## src/rtl/shift_deserializer.sv

```systemverilog
// Serial-to-parallel receiver: gathers WIDTH bits MSB- or LSB-first into a one-entry
// valid/ready output buffer, with a sticky overrun flag for words lost to back-pressure.
module shift_deserializer #(
  parameter int WIDTH      = 4,
  parameter bit CONTINUOUS = 1'b0
) (
  input  logic             clk,
  input  logic             rst,
  input  logic             start,
  input  logic             dir,
  input  logic             sin,
  input  logic             sin_valid,
  output logic [WIDTH-1:0] p,
  output logic             p_valid,
  input  logic             out_ready,
  output logic             busy,
  output logic             overrun
);

  localparam int CNT_W = (WIDTH > 2) ? $clog2(WIDTH) : 1;

  typedef enum logic {
    S_IDLE  = 1'b0,
    S_SHIFT = 1'b1
  } state_t;

  state_t             r_state, w_state_nxt;
  logic [WIDTH-1:0]   r_sr, w_sr_nxt;
  logic [CNT_W-1:0]   r_count, w_count_nxt;
  logic               r_dir, w_dir_nxt;
  logic [WIDTH-1:0]   r_p, w_p_nxt;
  logic               r_p_valid, w_p_valid_nxt;
  logic               r_overrun, w_overrun_nxt;

  logic [WIDTH-1:0]   w_sr_shifted;
  logic               w_complete;
  logic               w_consume;

  assign w_sr_shifted = r_dir ? {sin, r_sr[WIDTH-1:1]} : {r_sr[WIDTH-2:0], sin};
  // A completing bit is taken even when start arrives with it; the new frame follows.
  assign w_complete   = (r_state == S_SHIFT) && sin_valid &&
                        (r_count == CNT_W'(WIDTH - 1));
  assign w_consume    = r_p_valid && out_ready;

  always_comb begin
    w_state_nxt   = r_state;
    w_sr_nxt      = r_sr;
    w_count_nxt   = r_count;
    w_dir_nxt     = r_dir;
    w_p_nxt       = r_p;
    w_p_valid_nxt = r_p_valid;
    w_overrun_nxt = r_overrun;

    case (r_state)
      S_IDLE: begin
        if (start) begin
          w_state_nxt = S_SHIFT;
          w_dir_nxt   = dir;
          w_count_nxt = '0;
          w_sr_nxt    = '0;
        end
      end
      S_SHIFT: begin
        if (w_complete) begin
          w_sr_nxt    = '0;
          w_count_nxt = '0;
          w_state_nxt = CONTINUOUS ? S_SHIFT : S_IDLE;
        end else if (sin_valid && !start) begin
          w_sr_nxt    = w_sr_shifted;
          w_count_nxt = r_count + CNT_W'(1);
        end
        if (start) begin
          w_state_nxt = S_SHIFT;
          w_dir_nxt   = dir;
          w_count_nxt = '0;
          w_sr_nxt    = '0;
        end
      end
      default: w_state_nxt = S_IDLE;
    endcase

    if (w_complete) begin
      if (!r_p_valid || out_ready) begin
        w_p_nxt       = w_sr_shifted;
        w_p_valid_nxt = 1'b1;
      end else begin
        w_overrun_nxt = 1'b1;
      end
    end else if (w_consume) begin
      w_p_valid_nxt = 1'b0;
    end
  end

  always_ff @(posedge clk or posedge rst) begin
    if (rst) begin
      r_state   <= S_IDLE;
      r_sr      <= '0;
      r_count   <= '0;
      r_dir     <= 1'b0;
      r_p       <= '0;
      r_p_valid <= 1'b0;
      r_overrun <= 1'b0;
    end else begin
      r_state   <= w_state_nxt;
      r_sr      <= w_sr_nxt;
      r_count   <= w_count_nxt;
      r_dir     <= w_dir_nxt;
      r_p       <= w_p_nxt;
      r_p_valid <= w_p_valid_nxt;
      r_overrun <= w_overrun_nxt;
    end
  end

  assign p       = r_p;
  assign p_valid = r_p_valid;
  assign overrun = r_overrun;
  assign busy    = (r_state == S_SHIFT);

endmodule

```

## config.mk

```make
export PLATFORM = sky130hd
export DESIGN_NAME = shift_deserializer
export DESIGN_NICKNAME = d
export VERILOG_FILES = /design/src/rtl/shift_deserializer.sv
export SDC_FILE = /design/constraint.sdc
export NUM_CORES = 1
export LEC_CHECK = 0
export ABC_AREA = 1
export ABC_CLOCK_PERIOD_IN_PS = 1100
export BUFFER_PORTS_ARGS = -buffer_cell sky130_fd_sc_hd__buf_2
export CAP_MARGIN = 20
export CORE_UTILIZATION = 45
export CTS_BUF_LIST = sky130_fd_sc_hd__clkbuf_8
export DETAILED_ROUTE_END_ITERATION = 8
export PLACE_DENSITY = 0.71
export SYNTH_ARGS = -nofsm -noshare
export SYNTH_HDL_FRONTEND = slang
export SYNTH_SLANG_ARGS = --single-unit
```

## constraint.sdc

```tcl
create_clock -name clk -period 1.1 [get_ports clk]
set_input_delay 0.22 -clock clk [delete_from_list [all_inputs] [get_ports clk]]
set_output_delay 0.22 -clock clk [all_outputs]
set_load 0.02 [all_outputs]
```

==> results by group <==
Detailed routing
  – # DRC: 0
  – Initial DRT Pass Iterations: 4
  – Drt initial violations: 9
  – Wire per inst: 11.0 um
  – Vias: 544
  – Routed vias/inst: 4.90
  – DRT antenna net count: 0
  – Post-Route WL: 1.22 mm

CTS
  – Clock tree buffer depth: 2
  – TritonCTS clock tree: done
  – Num CTS Buffers: 3
  – Clk Latency, worst-skew pair: 0.24 ns
  – Clock root buffer: clkbuf_8
  – Clk sinks: 14
  – Reg clk slew, reported paths: 0.05 ns
  – H-tree levels: 1

Min path
  – Start point of the worst hold path: dir
  – Endpoint of the worst hold path: r_dir
  – WHS Path Cells: 3
  – Worst hold-check path type: in2reg

Cells and area
  – Final #Nets: 106
  – Number of diodes: 0
  – Fillers: 126
  – Fin util: 62.2%
  – Ratio of cells with drive above 1 in the final layout: 29.2%
  – Area delta synth->final: 26.5%

Timing
  – Final clock period utilization by the worst path: 98.5%
  – Final Hold Viols: 0
  – F_max: 923 MHz
  – Crit path time final: 1.08 ns
  – Worst-Margin Slew: 0.275 ns
  – Crit path setup slack, layout: 0.0163 ns
  – Final Skew: 0.00214 ns
  – Max-slew headroom: 81.7%
  – Pins over their slew limit: 0
  – Final worst hold slack: 0.197 ns
  – Final setup viols: 0

Floorplan
  – Initial Utilization: 49.2%
  – Die Span Y: 40.2 um
  – Full die area: 1610 sq um
  – Placeable core region: 1330 sq um
  – I/O pins: 14
  – Die width: 40.2 um
  – Site Rows: 13

Synthesis
  – Largest area contributor in the netlist: dfrtp_1
  – Synth Warn #: 0
  – Synth Area in Compound Gates: 2.86%
  – Post-Syn Area per Cell: 8.63 sq um
  – Register area share after synthesis: 53.4%
  – Netlist cell types: 15
  – Synth top area cells: dfrtp_1 (53%), nand2_1 (21%), nand3_1 (6.9%)
  – Xor/xnor share of the synthesized area: 0%
  – Synth Area in Simple Gates: 38.4%
  – Main combinational cell family by area after synthesis: simple AND/OR/NAND/NOR gates
  – Synth Net Count: 84
  – Gate count after technology mapping: 76
  – Post-synthesis adder-cell area fraction: 1.91%
  – Top cell type's share of synthesized area: 53.4%
  – Synth Register Bits: 14
  – Syn Std Cell Area: 656 sq um
  – Post-synthesis mux area share: 0%

Worst setup path
  – Crit-path max cell delay: 0.45 ns
  – Top cell family by delay on the critical path: flip-flops
  – Worst path bufs/invs: 1
  – CP max FO: 4
  – Critical-path cell list: buf_4
  – Worst EP arrival: 0.86 ns
  – Worst R2R Path Depth: 6
  – Reg2Reg Setup Slack: 0.08 ns
  – Worst reg2reg startpoint: r_count[1]
  – Reg2Reg Capture Point: p[3]
  – Critical path class: reg2out
  – Crit end category: output port
  – Slowest-stage cell, CP: dfrtp_2
  – Worst endpoint required time: 0.88 ns
  – CP Launch Type: flip-flop

Status
  – Status: finished, final reports clean

Global routing
  – First-pass GRT wire length: 1.91 mm
  – Antenna violations before repair: 0
  – Vias in the first global route: 462
  – Gr ovfl total: 0
  – Gr usage total: 18.4%
  – Pin count of the biggest net entering global routing: 15

Power and ir drop
  – Pwr Density: 1360 nW/um^2
  – Max rail drop VDD: 1.01 mV
  – P_leak: 0.000475 uW

Flow run
  – Max-cap viol count: 0

Placement
  – Dpl hpwl: 917 um
  – Setup WS pre-CTS: -0.0162 ns
  – Placer Congestion: 0.839
  – Buffers on Ports: 13
==> final cells by class <==
class                   instances  area [sq um]  area share (%)
multi-input cells              56           295            35.6
flip-flops and latches         14           352            42.4
well taps                      15          18.8            2.26
inverters                       6          22.5            2.71
repair buffers                 17           100            12.1
clock buffers                   3          41.3            4.98
==> placed cells by master, fill, tap and decap left out, drive strengths merged <==
master,n
buf,16
dlygate4sd3,1
clkinv,1
ha,1
a21oi,2
clkbuf,3
nand3b,1
nand3,9
or2,1
dfrtp,14
inv,5
nand2,39
nor2,2
o21ai,1
==> synthesized netlist by cell type <==
| master | number |
|---|---|
| a21oi_1 | 1 |
| or2_1 | 1 |
| a21oi_2 | 1 |
| dfrtp_1 | 14 |
| inv_1 | 4 |
| nand2_1 | 37 |
| nand3_1 | 9 |
| nand2_4 | 2 |
| nand3b_1 | 1 |
| inv_2 | 1 |
| nor2_4 | 1 |
| o21ai_1 | 1 |
| ha_1 | 1 |
| clkinv_1 | 1 |
| nor2_8 | 1 |
==> routing by layer <==
layer  track usage (%)  vias to the layer above  wire length, um
met5                 0                        -                0
met4              7.50                        0               19
met2              31.0                       17              561
met1              22.8                      246              585
li1                  -                      279                -
met3              3.33                        2               55
==> sequential cells by signal, indices dropped and copies added (netlist names) <==
| signal | flops |
|---|---|
| p | 4 |
| r_sr | 4 |
| r_count | 2 |
| busy | 1 |
| overrun | 1 |
| p_valid | 1 |
| r_dir | 1 |
==> worst max path at each step <==
stage,from,to,slack (ns),cells after the start
final,busy,busy,0.02,1
after global routing,busy,busy,-0.0006,1
after CTS,busy,busy,0.02,1
after detailed placement,r_count[0],r_count[0],-0.02,5
after global placement,r_count[0],r_count[0],0.02,5
after floorplan,r_count[0],p[0],0.02,5
==> through the flow <==
stage / total power, uW / instance area, sq um / cells / TNS, ns
3_5_place_dp: 730 / 762 / 107 / -0.0162
6_report: 1130 / 830 / 111 / 0
2_1_floorplan: 668 / 656 / 76 / 0
3_3_place_gp: 726 / 762 / 107 / 0
5_1_grt: 1180 / 830 / 111 / -0.000575
4_1_cts: 1140 / 815 / 111 / 0
==> where the power goes <==
group | leakage (uW) | internal [uW] | switching (uW)
Clock | 0.0000216 | 241 | 161
Combinational | 0.000273 | 59.2 | 97.9
Sequential | 0.000180 | 548 | 23.6
==> kinds of logic after synthesis <==
| logic type | Yosys count |
|---|---|
| and+or+nand+nor | 52 |
| DFF | 14 |
| buffers and inverters | 6 |
| AOI/OAI and AO/OA | 3 |
| adders and majority gates | 1 |
==> timing repair <==
action | 4_1_cts | 5_1_grt
gates resized for setup | 2 | 3
setup buffers | 0 | 0
hold endpoints to repair | 14 | 0
setup endpoints to repair | 8 | 10
pin swaps | 0 | 2
hold buffers | 1 | 0
gates cloned | 0 | 0
Power figures use the tool's default switching activity.
